==> src/rtl/rd_readout_ctrl.sv <==
// rd_readout_ctrl
// Reads one radio-detector event buffer out to the processor stream after the
// WCD/SSD readout of the same buffer has finished. The selected buffer's
// full/busy flags are checked first. If a transfer is still in flight, the
// controller waits for it, up to a bounded time. The buffer is then streamed
// one word at a time from the RD event memory. The buffer-full flag is cleared
// afterwards with a held strobe.
//
// Ports
//   CLK, RST              clock, asynchronous active-high reset
//   START, BUF_RNUM       readout request and buffer number (taken only when idle)
//   ABORT                 stop the current readout (not honoured during clear/finish)
//   RD_BUF_FULL/BUSY      per-buffer status flags, already synchronous to CLK
//   RD_PAR_ERR            per-buffer parity-error flags
//   MEM_ADDR, MEM_EN      byte address {buf, word, 2'b00} and 1-cycle read enable
//   MEM_DATA              read data, MEM_LAT cycles after MEM_EN
//   OUT_DATA/VALID/READY/LAST  processor-side stream, one word outstanding
//   CLR_BUF, CLR_STROBE   buffer-full clear request, held CLR_HOLD cycles
//   BUSY, DONE            not idle / 1-cycle completion pulse
//   RESULT, PARITY_FLAG   0=OK 1=EMPTY 2=TIMEOUT 3=ABORT, parity flag of the buffer
module rd_readout_ctrl #(
    parameter int unsigned NWORDS   = 2048,
    parameter int unsigned MEM_LAT  = 1,
    parameter int unsigned BUSY_TMO = 4096,
    parameter int unsigned CLR_HOLD = 4
) (
    input  logic        CLK,
    input  logic        RST,
    input  logic        START,
    input  logic [1:0]  BUF_RNUM,
    input  logic        ABORT,
    input  logic [3:0]  RD_BUF_FULL,
    input  logic [3:0]  RD_BUF_BUSY,
    input  logic [3:0]  RD_PAR_ERR,
    output logic [14:0] MEM_ADDR,
    output logic        MEM_EN,
    input  logic [31:0] MEM_DATA,
    output logic [31:0] OUT_DATA,
    output logic        OUT_VALID,
    input  logic        OUT_READY,
    output logic        OUT_LAST,
    output logic [1:0]  CLR_BUF,
    output logic        CLR_STROBE,
    output logic        BUSY,
    output logic        DONE,
    output logic [1:0]  RESULT,
    output logic        PARITY_FLAG
);

    localparam int unsigned TMO_W  = (BUSY_TMO > 1) ? $clog2(BUSY_TMO) : 1;
    localparam int unsigned LAT_W  = (MEM_LAT > 1) ? $clog2(MEM_LAT) : 1;
    localparam int unsigned HOLD_W = (CLR_HOLD > 1) ? $clog2(CLR_HOLD) : 1;

    localparam logic [TMO_W-1:0]  TMO_LAST  = TMO_W'(BUSY_TMO - 1);
    localparam logic [LAT_W-1:0]  LAT_LAST  = LAT_W'(MEM_LAT - 1);
    localparam logic [HOLD_W-1:0] HOLD_LAST = HOLD_W'(CLR_HOLD - 1);
    localparam logic [10:0]       WORD_LAST = 11'(NWORDS - 1);

    localparam logic [1:0] RES_OK      = 2'd0;
    localparam logic [1:0] RES_EMPTY   = 2'd1;
    localparam logic [1:0] RES_TIMEOUT = 2'd2;
    localparam logic [1:0] RES_ABORT   = 2'd3;

    typedef enum logic [2:0] {
        StIdle, StCheck, StWait, StIssue, StLat, StOut, StClear, StFin
    } state_t;

    state_t            state;
    logic [1:0]        buf_sel;
    logic [10:0]       word_cnt;
    logic [TMO_W-1:0]  tmo_cnt;
    logic [LAT_W-1:0]  lat_cnt;
    logic [HOLD_W-1:0] hold_cnt;

    logic sel_full, sel_busy, sel_par, abort_now;

    assign sel_full = RD_BUF_FULL[buf_sel];
    assign sel_busy = RD_BUF_BUSY[buf_sel];
    assign sel_par  = RD_PAR_ERR[buf_sel];
    // Once the clear strobe has started it must run to completion.
    assign abort_now = ABORT && (state inside {StCheck, StWait, StIssue, StLat, StOut});

    always_ff @(posedge CLK or posedge RST) begin
        if (RST) begin
            state       <= StIdle;
            buf_sel     <= 2'd0;
            word_cnt    <= 11'd0;
            tmo_cnt     <= '0;
            lat_cnt     <= '0;
            hold_cnt    <= '0;
            MEM_ADDR    <= 15'd0;
            MEM_EN      <= 1'b0;
            OUT_DATA    <= 32'd0;
            OUT_VALID   <= 1'b0;
            OUT_LAST    <= 1'b0;
            CLR_BUF     <= 2'd0;
            CLR_STROBE  <= 1'b0;
            BUSY        <= 1'b0;
            DONE        <= 1'b0;
            RESULT      <= 2'd0;
            PARITY_FLAG <= 1'b0;
        end else begin
            MEM_EN <= 1'b0;
            DONE   <= 1'b0;
            if (abort_now) begin
                // Any read still in the memory pipeline is simply never captured.
                OUT_VALID <= 1'b0;
                OUT_LAST  <= 1'b0;
                RESULT    <= RES_ABORT;
                DONE      <= 1'b1;
                state     <= StFin;
            end else begin
                unique case (state)
                    StIdle: begin
                        if (START) begin
                            buf_sel     <= BUF_RNUM;
                            RESULT      <= RES_OK;
                            PARITY_FLAG <= 1'b0;
                            BUSY        <= 1'b1;
                            state       <= StCheck;
                        end
                    end
                    StCheck: begin
                        PARITY_FLAG <= sel_par;
                        if (sel_full) begin
                            word_cnt <= 11'd0;
                            MEM_ADDR <= {buf_sel, 11'd0, 2'b00};
                            MEM_EN   <= 1'b1;
                            state    <= StIssue;
                        end else if (sel_busy) begin
                            tmo_cnt <= '0;
                            state   <= StWait;
                        end else begin
                            RESULT <= RES_EMPTY;
                            DONE   <= 1'b1;
                            state  <= StFin;
                        end
                    end
                    StWait: begin
                        // FULL takes priority over the timeout in the same cycle.
                        if (sel_full) begin
                            word_cnt <= 11'd0;
                            MEM_ADDR <= {buf_sel, 11'd0, 2'b00};
                            MEM_EN   <= 1'b1;
                            state    <= StIssue;
                        end else if (!sel_busy) begin
                            RESULT <= RES_EMPTY;
                            DONE   <= 1'b1;
                            state  <= StFin;
                        end else if (tmo_cnt == TMO_LAST) begin
                            RESULT <= RES_TIMEOUT;
                            DONE   <= 1'b1;
                            state  <= StFin;
                        end else begin
                            tmo_cnt <= tmo_cnt + 1'b1;
                        end
                    end
                    StIssue: begin
                        // MEM_EN is high during this state; count latency from here.
                        lat_cnt <= '0;
                        state   <= StLat;
                    end
                    StLat: begin
                        if (lat_cnt == LAT_LAST) begin
                            OUT_DATA  <= MEM_DATA;
                            OUT_VALID <= 1'b1;
                            OUT_LAST  <= (word_cnt == WORD_LAST);
                            state     <= StOut;
                        end else begin
                            lat_cnt <= lat_cnt + 1'b1;
                        end
                    end
                    StOut: begin
                        if (OUT_READY) begin
                            OUT_VALID <= 1'b0;
                            OUT_LAST  <= 1'b0;
                            if (OUT_LAST) begin
                                CLR_BUF    <= buf_sel;
                                CLR_STROBE <= 1'b1;
                                hold_cnt   <= '0;
                                state      <= StClear;
                            end else begin
                                word_cnt <= word_cnt + 11'd1;
                                MEM_ADDR <= {buf_sel, word_cnt + 11'd1, 2'b00};
                                MEM_EN   <= 1'b1;
                                state    <= StIssue;
                            end
                        end
                    end
                    StClear: begin
                        if (hold_cnt == HOLD_LAST) begin
                            CLR_STROBE <= 1'b0;
                            RESULT     <= RES_OK;
                            DONE       <= 1'b1;
                            state      <= StFin;
                        end else begin
                            hold_cnt <= hold_cnt + 1'b1;
                        end
                    end
                    StFin: begin
                        BUSY  <= 1'b0;
                        state <= StIdle;
                    end
                    default: state <= StIdle;
                endcase
            end
        end
    end

endmodule

==> config.mk <==
export PLATFORM = sky130hd
export DESIGN_NAME = rd_readout_ctrl
export DESIGN_NICKNAME = d
export VERILOG_FILES = /design/src/rtl/rd_readout_ctrl.sv
export SDC_FILE = /design/constraint.sdc
export NUM_CORES = 1
export LEC_CHECK = 0
export CAP_MARGIN = 20
export CORE_MARGIN = 2
export CORE_UTILIZATION = 63
export DETAILED_ROUTE_END_ITERATION = 12
export DONT_BUFFER_PORTS = 1
export PLACE_DENSITY = 0.82
export SLEW_MARGIN = 20
export SYNTH_ARGS = -nofsm -noshare
export SYNTH_HDL_FRONTEND = slang
export SYNTH_SLANG_ARGS = --single-unit
export TNS_END_PERCENT = 30
==> constraint.sdc <==
create_clock -name CLK -period 2.9 [get_ports CLK]
set_input_delay 0.58 -clock CLK [delete_from_list [all_inputs] [get_ports CLK]]
set_output_delay 0.58 -clock CLK [all_outputs]
set_load 0.03 [all_outputs]
==> implementation parameters, run 1 <==
Parameter                              Value

Outcome
  Run status ... completed

Timing
  Highest achievable clock rate ... 439 MHz
  Crit path time final ... 2.28 ns
  Max Slew Vio Count ... 0
  Total Neg Setup Slack ... 0 ns
  Period utilization ... 0.785
  Actual transition at the worst max-transition pin ... 0.629 ns
  Final Hold Fails ... 0
  Unrepaired setup endpoints after global routing ... false
  Relative max-transition margin ... 0.580
  Final setup viols ... 0
  Fin Clk Skew ... 0.0102 ns

Yosys
  Portion of synthesized cell area occupied by the leading cell type ... 0.508
  Largest cells by area after synthesis ... sky130_fd_sc_hd__dfrtp_1 51%, sky130_fd_sc_hd__mux2_2 12%, sky130_fd_sc_hd__nor2_1 2.5%, sky130_fd_sc_hd__xor2_1 2.4%, sky130_fd_sc_hd__nand2_1 2.3%
  Netlist area before placement ... 3690 um^2
  FFs w/ async S/R, synth ... 1.00
  Cell taking the most area after synthesis ... sky130_fd_sc_hd__dfrtp_1
  Number of flops mapped to enable cells by yosys ... 0
  Post-synth top flop ... sky130_fd_sc_hd__dfrtp_1
  Synthesized instance count ... 334
  Distinct cell type count after synthesis ... 54
  Register bit total from synthesis ... 75
  Sequential cell area fraction in the yosys report ... 0.508
  Mean instance size in the synthesized netlist ... 11.1 um^2
  Ys Warns ... 0

Clock network
  CTS hold repair buffers ... 0
  Clk slew on worst S/H paths ... 0.08 ns
  Longest Clk Path Bufs ... 2
  Root Buffer Master ... sky130_fd_sc_hd__clkbuf_8
  Number of levels in the clock H-tree ... 3
  CTS resizes ... 0
  TritonCTS clock tree ... done
  Later-pin clock latency in the skew report ... 0.36 ns
  Number of setup buffers added after CTS ... 0
  Cts bufs inserted ... 9
  Sinks on the clock net ... 75

Worst setup path
  Critical path fanouts, max ... 8
  Cell-by-cell listing of the critical path ... mux4_2 > and4_1 > nor2_2 > mux2_2
  Slowest cell on crit path ... sky130_fd_sc_hd__mux4_2
  Critical path data arrival time ... 2.52 ns
  Type of element capturing the critical path ... flip-flop
  Critical Path Max Stage Delay ... 0.66 ns
  CP required ... 3.15 ns
  Path type of the worst setup path ... flip-flop to flip-flop
  Worst flop-to-flop path startpoint ... buf_sel[0]
  Crit path launch type ... flip-flop
  Critical path launch point ... buf_sel[0]

Pwr
  Maximum vdd drop ... 0.845 mV
  Power per unit of standard cell area ... 1110 nW/um^2
  Standby leakage power ... 1.77 nW

Final layout
  ANT cells ... 0
  Final Instance Count excl. Fillers ... 413
  Post-route cell area ... 3990 um^2
  Final core area utilization ... 0.715
  Fraction of final layout cells with drive strength greater than 1 ... 0.223
  Number of nets at the end of the flow ... 390
  Relative area change from synthesis to final layout ... 8.03%

Routing
  Routed Wire Length ... 8030 um
  Final routed wire length divided by cell count ... 19.4 um
  Vias post-DR ... 2628
  Number of vias per cell after detailed routing ... 6.36
  Residual DRC ... 0
  DRT antenna net count ... 0
  Number of DRC markers in iteration 0 ... 262
  Detailed-router iteration count before antenna repair ... 4

Placed design
  Area of placed instances ... 3760 um^2
  Number of cells in the design after placement ... 397
  RePlAce Congestion ... 0.851
  Count of port buffers added during placement ... 0
  DPL Wire Length ... 5580 um

Floorplanning
  Core Area ... 5570 um^2
  DIE WIDTH ... 80.5 um
  Total I/O pin count ... 109
  Std-Cell Rows ... 27
  Die height ... 80.5 um
  Area of the die ... 6490 um^2
  Initial Util ... 0.662

Worst hold path
  Class of the tightest hold or removal check ... input pin to asynchronous set/reset pin

GRT
  Maximum number of pins on one net before global-route repair ... 48
  GRT Resource Usage Total ... 0.263
  Via count of the first global-routing pass ... 2589
  Residual overflow from global routing ... 0
  Number of antenna violations at the first check in global routing ... 0
  Global-route wire length before repair ... 12600 um

Flow run
  Max-cap violation count ... 0
logic make-up (layout without fill, tap and decap cells):
| group | count (synthesis) | in the layout | synth area share |
|---|---|---|---|
| and+or+nand+nor | 107 | 107 | 0.151 |
| DFF | 75 | 75 | 0.508 |
| AOI/OAI and AO/OA | 64 | 64 | 0.116 |
| muxes | 49 | 49 | 0.158 |
| buffers and inverters | 25 | 31 | 0.0319 |
| xor gates and xnor gates | 10 | 10 | 0.0237 |
| adders and majority gates | 3 | 3 | 0.0102 |
| other | 1 | 2 | 0.00102 |
registers in the layout, indices dropped and copies added (netlist names):
signal and flops:
OUT_DATA 32, tmo_cnt 12, word_cnt 10, MEM_ADDR 3
state 3, CLR_BUF 2, RESULT 2, buf_sel 2
hold_cnt 2, BUSY 1, CLR_STROBE 1, DONE 1
MEM_EN 1, OUT_LAST 1, OUT_VALID 1, PARITY_FLAG 1
metrics by stage:
| stage | hold slack (ns) | worst slack [ns] | total power (W) |
|---|---|---|---|
| floorplan | 0.477 | 0.410 | 0.00325 |
| global placement | 0.494 | 0.707 | 0.00346 |
| detailed placement | 0.523 | 0.659 | 0.00353 |
| CTS | 0.173 | 0.653 | 0.00444 |
| global route | 0.224 | 0.457 | 0.00466 |
| finish | 0.173 | 0.624 | 0.00443 |
per-layer routing:
metal / up-vias / wire [um] / track usage / part of all wire
li1: 1218 / - / - / -
met1: 1289 / 3320 / 0.328 / 0.41
met2: 114 / 3920 / 0.424 / 0.49
met3: 7 / 701 / 0.0753 / 0.087
met4: 0 / 87 / 0.124 / 0.011
met5: - / 0 / 0 / 0
power breakdown:
group / internal (W) / switching (W) / total (W)
logic: 0.000562 / 0.000537 / 0.00110
registers: 0.00142 / 0.00101 / 0.00243
clock network: 0.000490 / 0.000413 / 0.000903
critical path: cells and delay by family (launching register included):
family | cells | cell delay, ns
DFF | 1 | 0.49
muxes | 2 | 1.05
and+or+nand+nor | 2 | 0.62
cells in the mapped netlist, types with 2 or more instances:
master and instances:
sky130_fd_sc_hd__a211o_1 2, sky130_fd_sc_hd__a21o_1 2, sky130_fd_sc_hd__a21oi_1 13, sky130_fd_sc_hd__a22oi_1 2, sky130_fd_sc_hd__a32o_1 3, sky130_fd_sc_hd__and3_1 8, sky130_fd_sc_hd__and4_1 2, sky130_fd_sc_hd__buf_2 7
sky130_fd_sc_hd__buf_4 2, sky130_fd_sc_hd__clkbuf_1 5, sky130_fd_sc_hd__dfrtp_1 75, sky130_fd_sc_hd__ha_1 3, sky130_fd_sc_hd__inv_1 9, sky130_fd_sc_hd__mux2_2 40, sky130_fd_sc_hd__mux2i_1 6, sky130_fd_sc_hd__mux4_2 2
sky130_fd_sc_hd__nand2_1 23, sky130_fd_sc_hd__nand2b_1 3, sky130_fd_sc_hd__nand3_1 15, sky130_fd_sc_hd__nand3b_1 3, sky130_fd_sc_hd__nand4_1 2, sky130_fd_sc_hd__nor2_1 25, sky130_fd_sc_hd__nor2b_1 2, sky130_fd_sc_hd__nor3_1 5
sky130_fd_sc_hd__nor4_1 3, sky130_fd_sc_hd__o2111ai_1 3, sky130_fd_sc_hd__o211ai_1 8, sky130_fd_sc_hd__o21a_1 2, sky130_fd_sc_hd__o21ai_0 16, sky130_fd_sc_hd__o21ai_1 2, sky130_fd_sc_hd__o31ai_1 3, sky130_fd_sc_hd__or2_2 5
sky130_fd_sc_hd__or3_1 2, sky130_fd_sc_hd__or4_1 2, sky130_fd_sc_hd__xor2_1 10
cells in the final DEF, fill, tap and decap left out, types with 3 or more instances in the layout:
cell	n
sky130_fd_sc_hd__a21oi_1	13
sky130_fd_sc_hd__mux2_2	40
sky130_fd_sc_hd__clkbuf_8	9
sky130_fd_sc_hd__o2111ai_1	3
sky130_fd_sc_hd__nand2b_1	3
sky130_fd_sc_hd__nand3_1	15
sky130_fd_sc_hd__o211ai_1	8
sky130_fd_sc_hd__nor2_1	25
sky130_fd_sc_hd__buf_4	5
sky130_fd_sc_hd__and3_1	8
sky130_fd_sc_hd__nor3_1	4
sky130_fd_sc_hd__a32o_1	3
sky130_fd_sc_hd__nand2_1	23
sky130_fd_sc_hd__clkinv_4	3
sky130_fd_sc_hd__nor4_1	3
sky130_fd_sc_hd__ha_1	3
sky130_fd_sc_hd__o31ai_1	3
sky130_fd_sc_hd__mux2i_1	6
sky130_fd_sc_hd__o21ai_0	16
sky130_fd_sc_hd__xor2_1	10
sky130_fd_sc_hd__inv_1	8
sky130_fd_sc_hd__dfrtp_1	75
sky130_fd_sc_hd__nand3b_1	3
sky130_fd_sc_hd__or2_2	5
worst paths after layout:
path,end,slack (ns),cells past startpoint
max reg2reg,MEM_ADDR[14],0.62,4
min in group CLK,OUT_DATA[10],0.36,1
min,OUT_DATA[14],0.17,1
min reg2reg,hold_cnt[0],0.53,1
max in group asynchronous,word_cnt[1],2.07,2
max,MEM_ADDR[14],0.62,4
layout make-up:
type | count | area, um^2
clock buffers | 9 | 124
clock inverters | 7 | 100
fillers | 392 | 1590
inverters | 9 | 33.8
multi-input cells | 235 | 1710
flip-flops and latches | 75 | 1880
well taps | 72 | 90.1
repair buffers | 6 | 57.6
Note: power is estimated with default switching activity, not from simulation.
==> run 2, diff against run 1 <==
clock period = 2.2 ns   (was 2.9 ns; I/O delays follow)
==> run 2 against run 1 <==
Global-route usage decreased by 0.26 points. Total power increased by 29%. Combinational power increased by 50%. Critical path type unchanged. Critical endpoint is now RESULT[1].
==> implementation parameters, run 2 (synthesized netlist as in run 1, its figures left out) <==
Parameter                              Value

Timing
  Final setup viols ... 0 (unchanged)
  Hold slack final ... 0.00985 ns (-0.164 ns)
  Crit path time final ... 2.14 ns (-0.140 ns)
  Final Hold Fails ... 0 (unchanged)
  Max Slew Vio Count ... 0 (unchanged)
  Relative max-transition margin ... 0.608 (+0.0278)
  Fin Clk Skew ... 0.00713 ns (-0.00306 ns)
  Final critical-path setup slack ... 0.0635 ns (-0.560 ns)
  Period utilization ... 0.971 (+0.186)
  Actual transition at the worst max-transition pin ... 0.586 ns (-0.0429 ns)
  Total Neg Setup Slack ... 0 ns (unchanged)
  Unrepaired setup endpoints after global routing ... false
  Highest achievable clock rate ... 468 MHz (+6.6%)

Floorplanning
  Area of the die ... 6490 um^2 (unchanged)
  DIE WIDTH ... 80.5 um (unchanged)
  Die height ... 80.5 um (unchanged)
  Initial Util ... 0.662 (unchanged)
  Total I/O pin count ... 109 (unchanged)
  Std-Cell Rows ... 27 (unchanged)
  Core Area ... 5570 um^2 (unchanged)

Routing
  DRT antenna net count ... 0 (unchanged)
  Detailed-router iteration count before antenna repair ... 4 (unchanged)
  Vias post-DR ... 2646 (+0.68%)
  Final routed wire length divided by cell count ... 18.6 um (-4.6%)
  Routed length on met3 ... 739 um (+5.4%)
  Number of vias per cell after detailed routing ... 6.23 (-2.2%)
  Met1 Routed Length ... 3300 um (-0.69%)
  Routed Wire Length ... 7880 um (-1.8%)
  Top layer used by detailed routing ... met4
  Number of DRC markers in iteration 0 ... 257 (-1.9%)
  Wire length on met2 ... 3710 um (-5.3%)
  Residual DRC ... 0 (unchanged)

Placed design
  RePlAce Congestion ... 0.875 (+2.8%)
  DPL Wire Length ... 5740 um (+2.9%)
  DP Worst Slack ... 0.0755 ns (-0.584 ns)
  Area of placed instances ... 3850 um^2 (+2.4%)
  Count of port buffers added during placement ... 0 (unchanged)

GRT
  Number of antenna violations at the first check in global routing ... 0 (unchanged)
  Maximum number of pins on one net before global-route repair ... 52 (+8.3%)
  Global-route wire length before repair ... 12800 um (+1.3%)
  Residual overflow from global routing ... 0 (unchanged)
  Via count of the first global-routing pass ... 2590 (+0.039%)
  GRT Resource Usage Total ... 0.261 (-0.00263)

Pwr
  Standby leakage power ... 1.80 nW (+1.9%)
  Power per unit of standard cell area ... 1410 nW/um^2 (+27%)
  Maximum vdd drop ... 1.03 mV (+21%)

Final layout
  Most common cell after layout, fill and taps aside ... sky130_fd_sc_hd__dfrtp_1
  Top Registers ... OUT_DATA (32), tmo_cnt (12), word_cnt (10)
  Fraction of final layout cells with drive strength greater than 1 ... 0.252 (+0.0293)
  Number of nets at the end of the flow ... 402 (+3.1%)
  Flip-flop count of the largest register after layout ... 32 (unchanged)
  Post-route cell area ... 4060 um^2 (+1.8%)
  Highest-count cells in the layout ignoring fill and taps ... 74 x sky130_fd_sc_hd__dfrtp_1, 40 x sky130_fd_sc_hd__mux2_2, 25 x sky130_fd_sc_hd__nor2_1
  Top reg by flops ... OUT_DATA
  Relative area change from synthesis to final layout ... 9.97%
  ANT cells ... 0 (unchanged)

Worst setup path
  CP required ... 2.44 ns (-0.71 ns)
  Critical path launch point ... buf_sel[0]
  Worst reg2reg endpoint ... RESULT[1]
  Critical path data arrival time ... 2.38 ns (-0.14 ns)
  Type of element capturing the critical path ... flip-flop
  Worst reg-to-reg path cell count ... 5 (+1)
  Worst flop-to-flop path startpoint ... buf_sel[0]
  Register-to-register setup slack ... 0.06 ns (-0.56 ns)
  Crit path launch type ... flip-flop
  Path type of the worst setup path ... flip-flop to flip-flop
  Critical path fanouts, max ... 5 (-3)

Outcome
  Run status ... completed

Clock network
  Longest Clk Path Bufs ... 2 (unchanged)
  Cts bufs inserted ... 9 (unchanged)
  TritonCTS clock tree ... done
  Root Buffer Master ... sky130_fd_sc_hd__clkbuf_8
  Sinks on the clock net ... 75 (unchanged)
  Clk slew on worst S/H paths ... 0.08 ns (about the same)
  Number of levels in the clock H-tree ... 3 (unchanged)
  Later-pin clock latency in the skew report ... 0.36 ns (about the same)
  CTS hold repair buffers ... 0 (unchanged)

Flow run
  Max-cap violation count ... 0 (unchanged)

Worst hold path
  Class of the tightest hold or removal check ... input pin to asynchronous set/reset pin
[run 2: cell count changes in the layout (fill, tap and decap cells not counted), moves of 2 or more]
cell                         delta
sky130_fd_sc_hd__clkinvlp_4     +2
sky130_fd_sc_hd__buf_4         +10
sky130_fd_sc_hd__clkbuf_1       +2
sky130_fd_sc_hd__bufinv_16      -2
[run 2: power breakdown]
group | internal [W] | switching, W
registers | 0.00188 | 0.00126
logic | 0.000856 | 0.000790
clock network | 0.000416 | 0.000515
[run 2: what timing repair did]
item / 4_1_cts / 5_1_grt
endpoints found under the setup margin: 0 / 16
gates resized for setup: 0 / 5
setup buffers: 0 / 2
[run 2: cell type report]
| class | count | area [um^2] |
|---|---|---|
| Clock buffer | 11 | 131 |
| Timing Repair Buffer | 18 | 164 |
| Fill cell | 381 | 1520 |
| Multi-Input combinational cell | 235 | 1720 |
| Inverter | 9 | 37.5 |
| Sequential cell | 75 | 1880 |
| Tap cell | 72 | 90.1 |
| Clock inverter | 5 | 38.8 |
[run 2: worst max path at each step]
stage,end,slack (ns)
after CTS,tmo_cnt[4],0.04
after global routing,RESULT[1],0.009
after detailed placement,word_cnt[2],0.08
after floorplan,MEM_ADDR[13],0.10
after global placement,tmo_cnt[4],0.17
final,RESULT[1],0.06
[run 2: worst max-delay path: stages (launching register included)]
cell and delay (ns):
sky130_fd_sc_hd__dfrtp_2 0.41, sky130_fd_sc_hd__mux4_2 0.60, sky130_fd_sc_hd__buf_6 0.17, sky130_fd_sc_hd__a211o_1 0.26, sky130_fd_sc_hd__a32o_1 0.28, sky130_fd_sc_hd__a211o_1 0.30
[run 2: per-stage QoR]
step | instances | total power, W | utilization
finish | 425 | 0.00572 | 0.728
global route | 425 | 0.00602 | 0.728
CTS | 423 | 0.00567 | 0.722
detailed placement | 407 | 0.00474 | 0.692
global placement | 407 | 0.00465 | 0.692
floorplan | 335 | 0.00428 | -
[run 2: metal layers]
layer | global-route usage | vias to the layer above
met5 | 0 | -
met2 | 0.399 | 104
met4 | 0.103 | 0
li1 | - | 1237
met1 | 0.342 | 1293
met3 | 0.0876 | 12
